$ cat config.mk
export PLATFORM = sky130hd
export DESIGN_NAME = pu_irq_sequencer
export DESIGN_NICKNAME = d
export VERILOG_FILES = /design/src/rtl/pu_irq_sequencer_pkg.sv /design/src/rtl/pu_irq_wake_fsm.sv /design/src/rtl/pu_irq_sequencer.sv
export SDC_FILE = /design/constraint.sdc
export NUM_CORES = 1
export LEC_CHECK = 0
export ABC_CLOCK_PERIOD_IN_PS = 2080
export CAP_MARGIN = 5
export CELL_PAD_IN_SITES_DETAIL_PLACEMENT = 1
export CELL_PAD_IN_SITES_GLOBAL_PLACEMENT = 2
export CORE_UTILIZATION = 31
export CTS_CLUSTER_DIAMETER = 60
export DETAILED_ROUTE_END_ITERATION = 8
export GPL_TIMING_DRIVEN = 0
export PLACE_DENSITY = 0.77
export SLEW_MARGIN = 30
export SYNTH_ARGS = -nofsm -noshare
export SYNTH_HDL_FRONTEND = slang
export SYNTH_HIERARCHICAL = 1
export SYNTH_SLANG_ARGS = --single-unit
$ cat constraint.sdc
create_clock -name clk -period 2.08 [get_ports clk]
set_input_delay 0.416 -clock clk [delete_from_list [all_inputs] [get_ports clk]]
set_output_delay 0.416 -clock clk [all_outputs]
set_load 0.1 [all_outputs]
$ cat src/rtl/pu_irq_sequencer_pkg.sv
// pu_irq_sequencer_pkg : shared types and helpers for the PU interrupt sequencer
// Revision 1.0
`default_nettype none

package pu_irq_sequencer_pkg;

  localparam int RETRY_W = 8;
  localparam int MAX_EXT = 16;

  typedef enum logic [1:0] {
    ST_AWAKE = 2'd0,
    ST_WAKE  = 2'd1,
    ST_WAIT  = 2'd2
  } wake_state_t;

  // Isolates the lowest set bit: v & -v
  function automatic logic [MAX_EXT-1:0] lowest_onehot(input logic [MAX_EXT-1:0] v);
    return v & (~v + MAX_EXT'(1));
  endfunction

endpackage

`default_nettype wire

$ cat src/rtl/pu_irq_wake_fsm.sv
// pu_irq_wake_fsm : wakes a sleeping PU, re-pulsing wakeup on timeout and counting retries
// Revision 1.0
`default_nettype none

module pu_irq_wake_fsm
  import pu_irq_sequencer_pkg::*;
#(
  parameter int WAKE_TIMEOUT = 16
) (
  input  logic               clk,
  input  logic               reset,
  input  logic               sleep,
  input  logic               work,
  output logic               wakeup,
  output logic [RETRY_W-1:0] wake_retries
);

  localparam int TMR_W = $clog2(WAKE_TIMEOUT + 1);

  wake_state_t      state;
  wake_state_t      state_nxt;
  logic [TMR_W-1:0] timer;
  logic             load;
  logic             tick;
  logic             retry;

  always_ff @(posedge clk or negedge reset) begin
    if (!reset) begin
      state        <= ST_AWAKE;
      timer        <= '0;
      wake_retries <= '0;
    end else begin
      state <= state_nxt;
      if (load)
        timer <= TMR_W'(WAKE_TIMEOUT);
      else if (tick)
        timer <= timer - TMR_W'(1);
      if (retry && (wake_retries != '1))
        wake_retries <= wake_retries + RETRY_W'(1);
    end
  end

  always_comb begin
    state_nxt = state;
    load      = 1'b0;
    tick      = 1'b0;
    retry     = 1'b0;
    wakeup    = 1'b0;
    case (state)
      ST_AWAKE: begin
        if (sleep && work)
          state_nxt = ST_WAKE;
      end
      ST_WAKE: begin
        wakeup    = 1'b1;
        load      = 1'b1;
        state_nxt = ST_WAIT;
      end
      ST_WAIT: begin
        // The PU coming out of sleep takes priority over an expiring timer
        if (!sleep) begin
          state_nxt = ST_AWAKE;
        end else if (timer == '0) begin
          state_nxt = ST_WAKE;
          retry     = 1'b1;
        end else begin
          tick = 1'b1;
        end
      end
      default: state_nxt = ST_AWAKE;
    endcase
  end

endmodule

`default_nettype wire

$ cat src/rtl/pu_irq_sequencer.sv
// pu_irq_sequencer : latches external interrupts, counts doorbells, drives PU request/wakeup lines
// Revision 1.0
`default_nettype none

module pu_irq_sequencer
  import pu_irq_sequencer_pkg::*;
#(
  parameter int NUM_EXT      = 4,
  parameter int DB_CNT_W     = 4,
  parameter int WAKE_TIMEOUT = 16
) (
  input  logic                clk,
  input  logic                reset,
  input  logic [NUM_EXT-1:0]  ext_src,
  input  logic [NUM_EXT-1:0]  ext_mask,
  input  logic                db_ring,
  input  logic                wake_req,
  input  logic                sleep,
  input  logic                doorbell_ack,
  input  logic                ext_input_ack,
  output logic                doorbell,
  output logic                ext_input,
  output logic                wakeup,
  output logic [NUM_EXT-1:0]  ext_pending,
  output logic [DB_CNT_W-1:0] db_count,
  output logic [RETRY_W-1:0]  wake_retries
);

  localparam logic [DB_CNT_W-1:0] DB_MAX = '1;

  logic [NUM_EXT-1:0] src_q;
  logic [NUM_EXT-1:0] rise;
  logic [NUM_EXT-1:0] clr;
  logic               ext_ack_fire;
  logic               db_inc;
  logic               db_dec;
  logic               work;

  assign rise         = ext_src & ~src_q & ~ext_mask;
  assign ext_ack_fire = ext_input_ack & ext_input;
  assign clr          = ext_ack_fire ? NUM_EXT'(lowest_onehot(MAX_EXT'(ext_pending))) : '0;
  assign db_dec       = doorbell_ack & doorbell;
  assign db_inc       = db_ring & (db_count != DB_MAX);
  assign work         = (ext_pending != '0) || (db_count != '0) || wake_req;

  always_ff @(posedge clk or negedge reset) begin
    if (!reset) begin
      src_q       <= '0;
      ext_pending <= '0;
      ext_input   <= 1'b0;
      db_count    <= '0;
      doorbell    <= 1'b0;
    end else begin
      src_q       <= ext_src;
      // A fresh edge on the bit being retired re-latches it
      ext_pending <= (ext_pending & ~clr) | rise;
      ext_input   <= (ext_pending != '0) && !ext_ack_fire;
      // Ring and ack together leave the count alone, even when saturated
      if (db_inc && !db_dec)
        db_count <= db_count + DB_CNT_W'(1);
      else if (db_dec && !db_ring)
        db_count <= db_count - DB_CNT_W'(1);
      doorbell    <= (db_count != '0) && !db_dec;
    end
  end

  pu_irq_wake_fsm #(
    .WAKE_TIMEOUT (WAKE_TIMEOUT)
  ) u_wake_fsm (
    .clk          (clk),
    .reset        (reset),
    .sleep        (sleep),
    .work         (work),
    .wakeup       (wakeup),
    .wake_retries (wake_retries)
  );

endmodule

`default_nettype wire

-- Word-level counts from Yosys, hierarchy flattened
Index checks and enable logic that the tools add are counted.
Widths: inputs -> output; s select.
- output and inout port bits: 19
- input bits: 15
- bits in registers: 29
- bitwise operators: 12
- reduce and logical (&&, ||, !) cells: 18
- equality and inequality tests: 6
- muxes and demuxes: 16
- $add $sub $neg: 5
- operators by type and width (kind ; count):
    $and 4x4->4 ; 4
    $not 4->4 ; 4
    $mux 4 ; 3
    $mux 5 ; 2
    $add 4x1->4 const B ; 2
    $add 8x1->8 const B ; 1
    $ne 8x8->1 const B ; 1
    $reduce_bool 4->1 ; 2
    $mux 1 ; 7
    $logic_and 1x1->1 ; 6
    $mux 2 ; 3
    $pmux 2 s3 ; 1
    $logic_not 5->1 ; 1
    $sub 5x1->5 const B ; 1
    $ne 4x4->1 const B ; 1
    $or 4x4->4 ; 1
    $reduce_bool 2->1 ; 2
    $sub 4x1->4 const B ; 1
    $and 1x1->1 ; 3
    $logic_not 1->1 ; 3
    $ne 3x2->1 const B ; 1
    $eq 2x1->1 const B ; 1
    $eq 2x2->1 const B ; 1
    $logic_not 2->1 ; 1
    other kinds (3) ; 4

-- Longest topological paths before layout
Gate-level depths: netlist of the first run.
- word-level depth: 7
- mapped depth: 7
- mapped depth without buffers: 7

-- Hierarchy
Netlist of the first run, hierarchy kept.
- by module, submodules not included (module ; area an instance (um^2) ; times used ; cells each ; seq. area each (um^2)):
    pu_irq_wake_fsm ; 758.2 ; 1 ; 65 ; 375.4
    pu_irq_sequencer ; 599.3 ; 1 ; 50 ; 350.3

-- Worst setup path before layout of the first run
Ideal clock, no wire load.
- path kind: register to register
- start: register db_count[0]
- end: register db_count[3]
- arrival: 2.280 ns
- period minus slack after synthesis: 2.442 ns
- stages on the path, launching flop included: 8
- setup time: 0.163 ns
- data required time: 1.917 ns
- setup slack: -0.362 ns
- cell sequence: dfrtp_1 nand4_1 nand3_1 ha_1 a21o_1 a21oi_1 mux2i_1 xor2_1
- longest elaborated chain between the ends: 4
- elaborated cells on any way between the ends: 8
- those cells by class: 2 x add/sub; 1 x eq/ne; 2 x mux; 1 x bitwise; 2 x reduce/logical
- ends and longest elaborated chain (item ; RTL line ; source):
    from (decl) ; pu_irq_sequencer.sv:25 ; output logic [DB_CNT_W-1:0] db_count,
    from (signal assigned) ; pu_irq_sequencer.sv:60 ; db_count <= db_count + DB_CNT_W'(1);
    from (signal assigned) ; pu_irq_sequencer.sv:62 ; db_count <= db_count - DB_CNT_W'(1);
    parallel branches: the longest is 4 deep, another holds $sub 4x1->4 ; -- ;
Parallel ways; which one is timed is not known. The select of a mux whose other input is x is not followed.
A chain may end at the register's enable or synchronous reset.

-- Worst setup path in the final report of the first run
- start: register db_count[0]
- end: output port db_count[0]
No word-level cell between the ends.

==> impl_summary.log, run 1 <==
INFO  metric outcome = finished clean
INFO  metric power_frac_comb = 51.6%
INFO  metric worst-r2r-setup-slack = 0.13 ns
INFO  metric die_area = 4648 um^2
INFO  metric maximum_number_of_pins_on_one_net_before_global_route_repair = 30
INFO  metric cpLargestDelayFamily = buffers and inverters
INFO  metric finalCriticalPeriod = 2.024 ns
INFO  metric via_count_of_the_first_global_routing_pass = 1136
INFO  metric net_switching_share_of_the_total_power = 52.22%
INFO  metric worst_slew_margin_rel = 35.13%
INFO  metric setup-tns-final = 0 ns
INFO  metric detail_route.wl_per_cell = 14.95 um
INFO  metric detailed_place_hpwl = 2.353 mm
INFO  metric synth_area = 1358 um^2
INFO  metric launch_point_of_the_worst_reg_to_reg_path = db_count[0]$_DFFE_PN0P_
INFO  metric routed_wl = 3.080 mm
INFO  metric grt_usage = 16.23%
INFO  metric final_layout_size_suffix_gt1_share = 22.44%
INFO  metric synth.distinct_cells = 32
INFO  metric rr_worst_depth = 7
INFO  metric antenna_found_initial = 0
INFO  metric power.density = 1537 nW/um^2
INFO  metric insertion_delay = 0.28 ns
INFO  metric synth_top_area_share = 53.46%
INFO  metric cts-root-to-sink-buffers = 2
INFO  metric grt_first_pass_wirelength = 5.416 mm
INFO  metric top_library_cells_by_usage_in_the_layout_fill_and_taps_aside = 18 x dfrtp_1, 18 x dlygate4sd2_1, 13 x clkdlybuf4s50_1
INFO  metric synth_area_per_cell = 11.80 um^2
INFO  metric worst-setup-path-type = flop to output pin
INFO  metric clkTransAtPathRegs = 0.06 ns
INFO  metric drt_pass1_iterations = 4
INFO  metric cts_tree = done
INFO  metric min_period_over_period = 97.30%
INFO  metric timing.critical_path.to_type = output pin
INFO  metric port_buffers = 33
INFO  metric cts-htree-levels = 2
INFO  metric worst_ir_drop_vdd = 1308 uV
INFO  metric filler_cell_count = 457
INFO  metric net-switching-power = 0.001476 W
INFO  metric timing.critical_path.cells = dlygate4sd2_1
INFO  metric route.detailed.drc = 0
INFO  metric cts_buffer_count = 5
INFO  metric grt_remaining_overflow = 0
INFO  metric cp.arrival = 1.61 ns
INFO  metric cpPeakStageDelay = 0.87 ns
INFO  metric pwr-share-clk = 15.6%
INFO  metric seq_power_share = 32.8%
INFO  metric num_rows = 23
INFO  metric crit_fanout = 6
INFO  metric library_cell_contributing_the_largest_single_delay_on_the_critical_path = dlygate4sd2_1
INFO  metric p_int = 0.001350 W
INFO  metric starting_density = 32.99%
INFO  metric hold_violation_total_from_the_final_report = 0
INFO  metric timing.clock.skew = 0.006580 ns
INFO  metric postRouteAntennaNets = 0
INFO  metric synth_seq_area_share = 53.46%
INFO  metric diodes = 0
INFO  metric die_w = 68.18 um
INFO  metric worst_setup_start_kind = flop
INFO  metric hold_path_class = input pin to asynchronous set/reset pin
INFO  metric req_time_crit_path = 1.66 ns
INFO  metric mappedNetlistNets = 135
INFO  metric routability_cong = 0.6905
INFO  metric slew_viol_final = 0
INFO  metric syn_to_final_growth = 35.39%
INFO  metric routed_via_density = 4.752
INFO  metric design.portCount = 34
INFO  metric die_h = 68.18 um
INFO  metric post_cts.repair.setup_buffers = 0
INFO  metric clockRootBuffer = clkbuf_8
INFO  metric largest_cells_by_area_after_synthesis = dfrtp_1 53%, xor2_1 3.9%, ha_1 3.7%
INFO  metric path_buf_inv = 1
INFO  metric yosys_warnings = 6
INFO  metric setup_violations = 0
INFO  metric cell_type_with_the_largest_total_area_after_synthesis = dfrtp_1
INFO  metric final_net_count = 175
INFO  metric leakagePower = 0.8406 nW
INFO  metric fp.coreArea = 4115 um^2
INFO  metric postSynthRegisterBits = 29
INFO  metric actual_transition_at_the_worst_max_transition_pin = 0.9769 ns
INFO  metric hold-worst-slack = 0.1663 ns
INFO  metric worst_r2r_endpoint = db_count[3]$_DFFE_PN0P_
INFO  metric detailedRoute.firstIterationViolations = 34
INFO  metric clock_sinks = 29
INFO  metric overall_via_count_from_detail_route = 979
INFO  metric synthesis.instances = 115
INFO  metric achievable-frequency = 494.1 MHz
INFO  metric drv_cap = 0
==> how the worst max path moves through the flow <==
stage                                               start                 endpoint  slack, ns  cells after the start
after floorplan                   db_count[2]$_DFFE_PN0P_  db_count[3]$_DFFE_PN0P_      0.008                      7
after global placement                       doorbell_ack  db_count[3]$_DFFE_PN0P_      -0.23                      8
after detailed placement                     doorbell_ack  db_count[3]$_DFFE_PN0P_      -0.35                      8
after CTS                 u_wake_fsm/state[1]$_DFFE_PN0P_                   wakeup       0.02                      3
after global routing              db_count[0]$_DFFE_PN0P_  db_count[3]$_DFFE_PN0P_      -0.01                      7
final                             db_count[0]$_DFFE_PN0P_              db_count[0]       0.06                      1
==> timing repair <==
item | in CTS | in global routing
resized for setup | 22 | 5
pin swaps | 0 | 2
setup endpoints to repair | 20 | 2
hold buffers | 0 | 0
==> final cells by class <==
| type | instances | area (um^2) | area share (%) |
|---|---|---|---|
| Sequential cell | 29 | 744.5 | 40.50 |
| Multi-Input combinational cell | 79 | 624.3 | 33.97 |
| Timing Repair Buffer | 33 | 297.8 | 16.20 |
| Clock buffer | 6 | 72.57 | 3.948 |
| Tap cell | 50 | 62.56 | 3.404 |
| Inverter | 7 | 26.28 | 1.430 |
| Clock inverter | 2 | 10.01 | 0.5446 |
==> per-stage QoR <==
stage	utilization (%)	cell area [um^2]	std cells	power, W	setup slack, ns
2_1_floorplan	-	1376	115	0.002072	0.008359
3_3_place_gp	42.99	1769	198	0.002416	-0.2300
3_5_place_dp	42.87	1764	198	0.002471	-0.3472
4_1_cts	44.48	1831	206	0.002857	0.01792
5_1_grt	44.66	1838	206	0.003006	-0.01245
6_report	44.66	1838	206	0.002826	0.05625
==> logic make-up (layout without fill, tap and decap cells) <==
group                    count (synthesis)  in the layout  synth area share [%]
AO/OA/AOI/OAI                           16             16                 10.32
XOR/XNOR                                10             10                 6.451
adder cells (fa/ha/maj)                  5              5                 5.161
buffers and inverters                    7             48                 1.936
flip-flops                              29             29                 53.46
multiplexers                             4              4                 3.687
AND/OR/NAND/NOR                         44             44                 18.99
==> layer usage <==
metal	global-route usage (%)	wire (um)	up-vias
met1	20.27	1391	468
li1	-	-	482
met5	0	0	-
met3	4.667	91	5
met2	26.23	1543	24
met4	6.250	55	0
==> state kept, by name, summed over array words and instances, names as in the netlist <==
| register | count |
|---|---|
| doorbell | 1 |
| ext_input | 1 |
| u_wake_fsm/wake_retries | 8 |
| db_count | 4 |
| src_q | 4 |
| ext_pending | 4 |
| u_wake_fsm/timer | 5 |
| u_wake_fsm/state | 2 |
==> power by group through the flow <==
stage | registers (W) | clock network [W] | logic (W)
2_1_floorplan | 0.00159 | 0 | 0.000480
6_report | 0.000926 | 0.000442 | 0.00146
4_1_cts | 0.000930 | 0.000459 | 0.00147
3_5_place_dp | 0.000939 | 0 | 0.00153
3_3_place_gp | 0.000932 | 0 | 0.00148
5_1_grt | 0.000963 | 0.000487 | 0.00156
==> synthesized netlist by cell type <==
cell type,count
o41ai_4,1
or3_1,1
a31oi_1,1
mux2_4,2
fa_1,1
nand3_1,7
a21oi_1,3
xor2_1,6
nor2_1,6
nor3_2,4
and2_4,1
and3b_2,1
o21ai_0,5
nor2b_1,1
o31ai_1,1
nor4_1,3
nand2_1,13
inv_1,7
nand3b_1,1
a22o_1,2
or2_4,1
nor3b_1,1
nand4_1,2
a21o_1,1
o2111ai_4,1
ha_1,4
xnor2_1,4
nor3b_4,1
o211ai_1,1
dfrtp_1,29
nand2b_1,1
mux2i_1,2
==> worst reg2reg max path: stages, from the launching register on <==
cell and delay, ns:
dfrtp_4 0.52, nand4_1 0.16, nand3_4 0.13, ha_1 0.30, a21o_1 0.19, a21oi_2 0.16
mux2i_1 0.24, xor2_1 0.17
Power figures use the tool's default switching activity.
==> inputs of run 2 (changes only) <==
ABC_CLOCK_PERIOD_IN_PS = 2200   (was 2080)
clock period = 2.2 ns   (was 2.08 ns; I/O delays follow)
==> run 2 against run 1 <==
Critical path depth rose by 7. Clock skew grew 0.00074 ns. Clock power rose by 0.9%. First-iteration DRC count grew 68%. Highest routed layer unchanged. Non-clock buffer count unchanged. Hold slack gained 0.020 ns. Register-to-register slack better by 0.12 ns.
==> impl_summary.log, run 2 (same netlist as run 1, synthesis figures left out) <==
INFO  metric layoutNonFillerInstCount = 206 (unchanged)
INFO  metric insertion_delay = 0.28 ns (about the same)
INFO  metric cts-htree-levels = 2 (unchanged)
INFO  metric hold_violation_total_from_the_final_report = 0 (unchanged)
INFO  metric placement.setup.worst_slack = -0.1716 ns (+0.1756 ns)
INFO  metric area.sequential = 734.5 um^2 (-1.3%)
INFO  metric net_switching_share_of_the_total_power = 51.33% (-0.89 points)
INFO  metric timing.critical_path.to_type = flop
INFO  metric die_h = 68.18 um (unchanged)
INFO  metric rr_worst_depth = 7 (unchanged)
INFO  metric top_library_cells_by_usage_in_the_layout_fill_and_taps_aside = 22 x dfrtp_1, 18 x dlygate4sd2_1, 13 x nand2_1, 13 x clkdlybuf4s50_1
INFO  metric detailedRoute.firstIterationViolations = 57 (+68%)
INFO  metric hold_path_class = input pin to asynchronous set/reset pin
INFO  metric grt_first_pass_wirelength = 4.830 mm (-11%)
INFO  metric routed_via_density = 4.835 (+1.7%)
INFO  metric totalPowerFinal = 0.002666 W (-5.7%)
INFO  metric clock_sinks = 29 (unchanged)
INFO  metric crit_fanout = 6 (unchanged)
INFO  metric postRouteAntennaNets = 0 (unchanged)
INFO  metric cts-root-to-sink-buffers = 2 (unchanged)
INFO  metric worst-setup-path-type = input pin to flop
INFO  metric port_buffers = 33 (unchanged)
INFO  metric fp.coreArea = 4115 um^2 (unchanged)
INFO  metric worst_setup_start_kind = input pin
INFO  metric detailed_place_hpwl = 2.132 mm (-9.4%)
INFO  metric power_frac_comb = 50.7% (-0.9 points)
INFO  metric num_rows = 23 (unchanged)
INFO  metric worst_slew_margin_rel = 36.15% (+1.0 points)
INFO  metric final_common_cell = dfrtp_1
INFO  metric overall_via_count_from_detail_route = 996 (+1.7%)
INFO  metric worst-r2r-setup-slack = 0.25 ns (+0.12 ns)
INFO  metric achievable-frequency = 485.8 MHz
INFO  metric pwr-share-clk = 16.7% (+1.1 points)
INFO  metric grt_remaining_overflow = 0 (unchanged)
INFO  metric worst_r2r_endpoint = db_count[3]$_DFFE_PN0P_
INFO  metric die_area = 4648 um^2 (unchanged)
INFO  metric final_core_util = 44.30% (-0.36 points)
INFO  metric cts_hold_buffers = 0 (unchanged)
INFO  metric p_int = 0.001298 W (-3.9%)
INFO  metric starting_density = 32.99% (unchanged)
INFO  metric cts_resized = 21 (-4.5%)
INFO  metric cts_buffer_count = 5 (unchanged)
INFO  metric syn_to_final_growth = 34.29%
INFO  metric via_count_of_the_first_global_routing_pass = 1048 (-7.7%)
INFO  metric req_time_crit_path = 2.40 ns (+0.74 ns)
INFO  metric placed_cells = 198 (unchanged)
INFO  metric drt_pass1_iterations = 4 (unchanged)
INFO  metric timing.clock.skew = 0.007324 ns (+0.0007441 ns)
INFO  metric routed_wl = 2.864 mm (-7.0%)
INFO  metric design.portCount = 34 (unchanged)
INFO  metric grt_usage = 14.80% (-1.4 points)
INFO  metric actual_transition_at_the_worst_max_transition_pin = 0.9615 ns (-0.01537 ns)
INFO  metric final_net_count = 175 (unchanged)
INFO  metric register_with_the_most_flip_flops = u_wake_fsm/wake_retries
INFO  metric final_layout_size_suffix_gt1_share = 17.31% (-5.1 points)
INFO  metric drv_cap = 0 (unchanged)
INFO  metric die_w = 68.18 um (unchanged)
INFO  metric worstSetupStartpoint = doorbell_ack
INFO  metric route.detailed.drc = 0 (unchanged)
INFO  metric cts_tree = done
INFO  metric maximum_number_of_pins_on_one_net_before_global_route_repair = 30 (unchanged)
INFO  metric slew_viol_final = 0 (unchanged)
INFO  metric multi_input_area = 605.6 um^2 (-3.0%)
INFO  metric clkTransAtPathRegs = 0.06 ns (about the same)
INFO  metric filler_cell_count = 484 (+5.9%)
INFO  metric min_period_over_period = 93.57%
INFO  metric finalCriticalPeriod = 2.059 ns
INFO  metric routability_cong = 0.6601 (-4.4%)
INFO  metric detail_route.wl_per_cell = 13.90 um (-7.0%)
INFO  metric diodes = 0 (unchanged)
INFO  metric rsz_0062_raised_after_global_routing = no
INFO  metric launch_point_of_the_worst_reg_to_reg_path = db_count[1]$_DFFE_PN0P_
INFO  metric seq_power_share = 32.6% (-0.2 points)
INFO  metric timing.critical_path.to = db_count[3]$_DFFE_PN0P_
INFO  metric net-switching-power = 0.001368 W (-7.3%)
INFO  metric final_critical_path_setup_slack = 0.1414 ns (+0.08518 ns)
INFO  metric cp.arrival = 2.26 ns (+0.65 ns)
INFO  metric leakagePower = 0.8411 nW (about the same)
INFO  metric antenna_found_initial = 0 (unchanged)
INFO  metric layout_top_registers = u_wake_fsm/wake_retries x8, u_wake_fsm/timer x5
INFO  metric flip_flop_count_of_the_largest_register_after_layout = 8 (unchanged)
INFO  metric worst_ir_drop_vdd = 864.2 uV (-34%)
INFO  metric clockRootBuffer = clkbuf_8
INFO  metric power.density = 1462 nW/um^2 (-4.9%)
INFO  metric setup_violations = 0 (unchanged)
INFO  metric post_cts.repair.setup_buffers = 0 (unchanged)
INFO  metric outcome = finished clean
run 2: critical path, cell delays in order:
cell,delay [ns]
clkdlybuf4s50_1,0.42
nand2_1,0.10
nand3_1,0.21
ha_1,0.34
a21o_1,0.17
a21oi_1,0.17
mux2i_1,0.23
xor2_1,0.17
run 2: cell type report:
class	instances	share of cell area [%]
clock buffer	8	4.942
inverter	7	1.441
multi-input combinational	79	33.22
sequential	29	40.29
tap	50	3.432
timing repair buffer	33	16.68
run 2: worst min path at each step:
stage,end,depth (start not counted),from,slack (ns)
after floorplan,db_count[0]$_DFFE_PN0P_,0,reset,0.14
after CTS,ext_pending[3]$_DFF_PN0_,1,reset,0.20
final,ext_pending[3]$_DFF_PN0_,1,reset,0.19
after global routing,u_wake_fsm/wake_retries[2]$_DFFE_PN0P_,1,reset,0.23
after detailed placement,u_wake_fsm/state[0]$_DFFE_PN0P_,1,u_wake_fsm/state[0]$_DFFE_PN0P_,0.45
after global placement,u_wake_fsm/state[0]$_DFFE_PN0P_,1,u_wake_fsm/state[0]$_DFFE_PN0P_,0.44
run 2: power groups by stage:
| stage | Combinational (W) | Sequential, W | Clock (W) |
|---|---|---|---|
| 6_report | 0.00135 | 0.000868 | 0.000446 |
| 5_1_grt | 0.00144 | 0.000895 | 0.000493 |
| 4_1_cts | 0.00136 | 0.000870 | 0.000469 |
| 3_5_place_dp | 0.00143 | 0.000881 | 0 |
| 3_3_place_gp | 0.00140 | 0.000871 | 0 |
| 2_1_floorplan | 0.000454 | 0.00149 | 0 |
run 2: through the flow:
| stage | instance area (um^2) | hold WS [ns] | TNS (ns) |
|---|---|---|---|
| finish | 1823 | 0.1865 | 0 |
| global route | 1823 | 0.2311 | 0 |
| CTS | 1823 | 0.2025 | 0 |
| floorplan | 1366 | 0.1444 | 0 |
| global placement | 1759 | 0.4373 | -0.2312 |
| detailed placement | 1754 | 0.4482 | -0.2874 |
run 2: layer usage:
metal | track usage (%) | routed length [um] | share of wire (%) | vias to the layer above
li1 | - | - | - | 482
met3 | 5.167 | 130 | 4.5 | 5
met1 | 16.36 | 1233 | 43 | 484
met5 | 0 | 0 | 0 | -
met2 | 24.39 | 1432 | 50 | 25
met4 | 8.594 | 68 | 2.4 | 0
==> RTL edit (flow settings as in run 1) <==
`ext_pending` no longer has a reset.
--- a/src/rtl/pu_irq_sequencer.sv
+++ b/src/rtl/pu_irq_sequencer.sv
@@ -48,3 +48,2 @@
       src_q       <= '0;
-      ext_pending <= '0;
       ext_input   <= 1'b0;
@@ -55,3 +54,2 @@
       // A fresh edge on the bit being retired re-latches it
-      ext_pending <= (ext_pending & ~clr) | rise;
       ext_input   <= (ext_pending != '0) && !ext_ack_fire;
@@ -64,2 +62,6 @@
     end
+  end
+
+  always_ff @(posedge clk) begin
+    ext_pending <= (ext_pending & ~clr) | rise;
   end
Function: changed (a bounded check fails within 4 cycles, from zero or initial values and one cycle with reset low).
==> RTL edit against run 1 <==
- count of clock-buffer cells in the layout rose by 2
- first-iteration DRC count decreased by 15%
- area after synthesis fell by 1.5%
- design area down 0.75%
- sequential cell count unchanged
- total power is 0.65% higher
- clock power grew 4.8%
- largest cell class unchanged
- routed wire length down 0.84%
- fmax is 0.54% higher
- worst setup slack gained 11 ps
- hold slack got worse by 28 ps
==> RTL edit: results (changes against run 1) <==
- WL/cell: 14.8 µm (-0.84%)
- Layout cells sized above 1: 20.5% (-1.9 points)
- Cell variety after synth: 33 (+3.1%)
- Post-synthesis sequential area ratio: 52.8% (-0.70 points)
- Largest net degree at the start of global routing: 26 (-13%)
- Initial DRC Count: 29 (-15%)
- Maximum vdd ir drop: 1.20 mV (-8.5%)
- Vias in the first global route: 1122 (-1.2%)
- First-pass GRT wire length: 5260 µm (-2.9%)
- Worst clock skew: 5.83 ps (-0.747 ps)
- DR WL met2: 1640 µm (+6.1%)
- Vias: 1020 (+4.2%)
- DRT met1 WL: 1260 µm (-9.6%)
- RePlAce Congestion: 0.686 (-0.62%)
- Leak Pwr: 0.000826 µW (-1.7%)
- Synth warnings: 6 (unchanged)
- Pre-Repair DR Iteration Count: 2 (-2)
- Top cells by count, synth: dfrtp_1, nand2_1, inv_1, nand3_1
- Post-synth top flop: dfrtp_1
- Headroom to the max-slew limit: 34.6% (-0.56 points)
- Wire length on met3: 110 µm (+21%)
- Status: finished, final reports clean
- Hpwl dp: 2330 µm (-0.92%)
- Total GRT Usage: 15.8% (-0.41 points)
- Antenna violations before repair: 0 (unchanged)
- Asr flop ratio synth: 86.2% (-14 points)
- Worst setup path startpoint: db_count[1]
## RTL edit: cell count changes in the layout (fill, tap and decap cells not counted)
cell	run 1	this run
clkbuf_8	5	6
dfxtp_1	0	4
dfrtp_1	18	14
nand2_2	1	0
a21oi_2	1	0
a21oi_1	2	3
clkbuf_1	1	2
clkdlybuf4s18_2	0	1
nand2_1	12	13
buf_2	2	1
clkinv_2	2	0
## RTL edit: worst paths after layout
kind	end	slack, ps	cells after the start
max	db_count[1]	70	1
min	src_q[3]	140	1
max reg2reg	db_count[3]	180	7
min in group clk	u_wake_fsm/state[0]	470	1
max in group asynchronous	db_count[0]	1500	1
min reg2reg	u_wake_fsm/state[0]	470	1
## RTL edit: layer usage
layer / vias up / global-route usage, %
met5: - / 0
met4: 0 / 6.38
met1: 511 / 17.7
met2: 21 / 28.1
met3: 5 / 4.22
li1: 483 / -
## RTL edit: metrics by stage
step,hold WS [ps],total power (µW),instances,setup WS [ps],area (µm²)
2_1_floorplan,120,2080,115,8.36,1360
3_3_place_gp,435,2410,198,-212,1750
3_5_place_dp,466,2470,198,-267,1740
4_1_cts,169,2880,206,26.9,1810
5_1_grt,174,3010,206,-9.59,1820
6_report,138,2840,206,67.1,1820
## RTL edit: cell type report
class,count,area (µm²),area share [%]
tap,50,62.6,3.43
sequential,29,724,39.7
timing repair buffer,33,303,16.6
clock buffer,8,90.1,4.94
multi-input combinational,79,618,33.9
inverter,7,26.3,1.44
## RTL edit: cells by family after synthesis
group | count (synthesis) | share of synthesized area (%)
AOI/OAI and AO/OA | 16 | 10.5
adders and majority gates | 5 | 5.24
muxes | 4 | 3.74
buffers and inverters | 7 | 1.96
xor gates and xnor gates | 10 | 6.55
DFF | 29 | 52.8
and+or+nand+nor | 44 | 19.3
## RTL edit: worst reg2reg max path, stage by stage (launching register included)
cell and delay, ps:
dfrtp_4 510, nand4_1 150, nand3_4 120, ha_1 290
a21o_1 170, a21oi_1 180, mux2i_1 250, xor2_1 150
## RTL edit: where the power goes
group	total (µW)	switching (µW)	internal, µW	leakage [µW]
registers	928	189	739	0.000330
clock network	463	194	269	0.0000455
logic	1450	1070	380	0.000451
## RTL edit: timing repair
item	in CTS	in global routing
buffers inserted	0	0
resized for setup	21	3
endpoints found under the setup margin	19	2
cloned	0	0
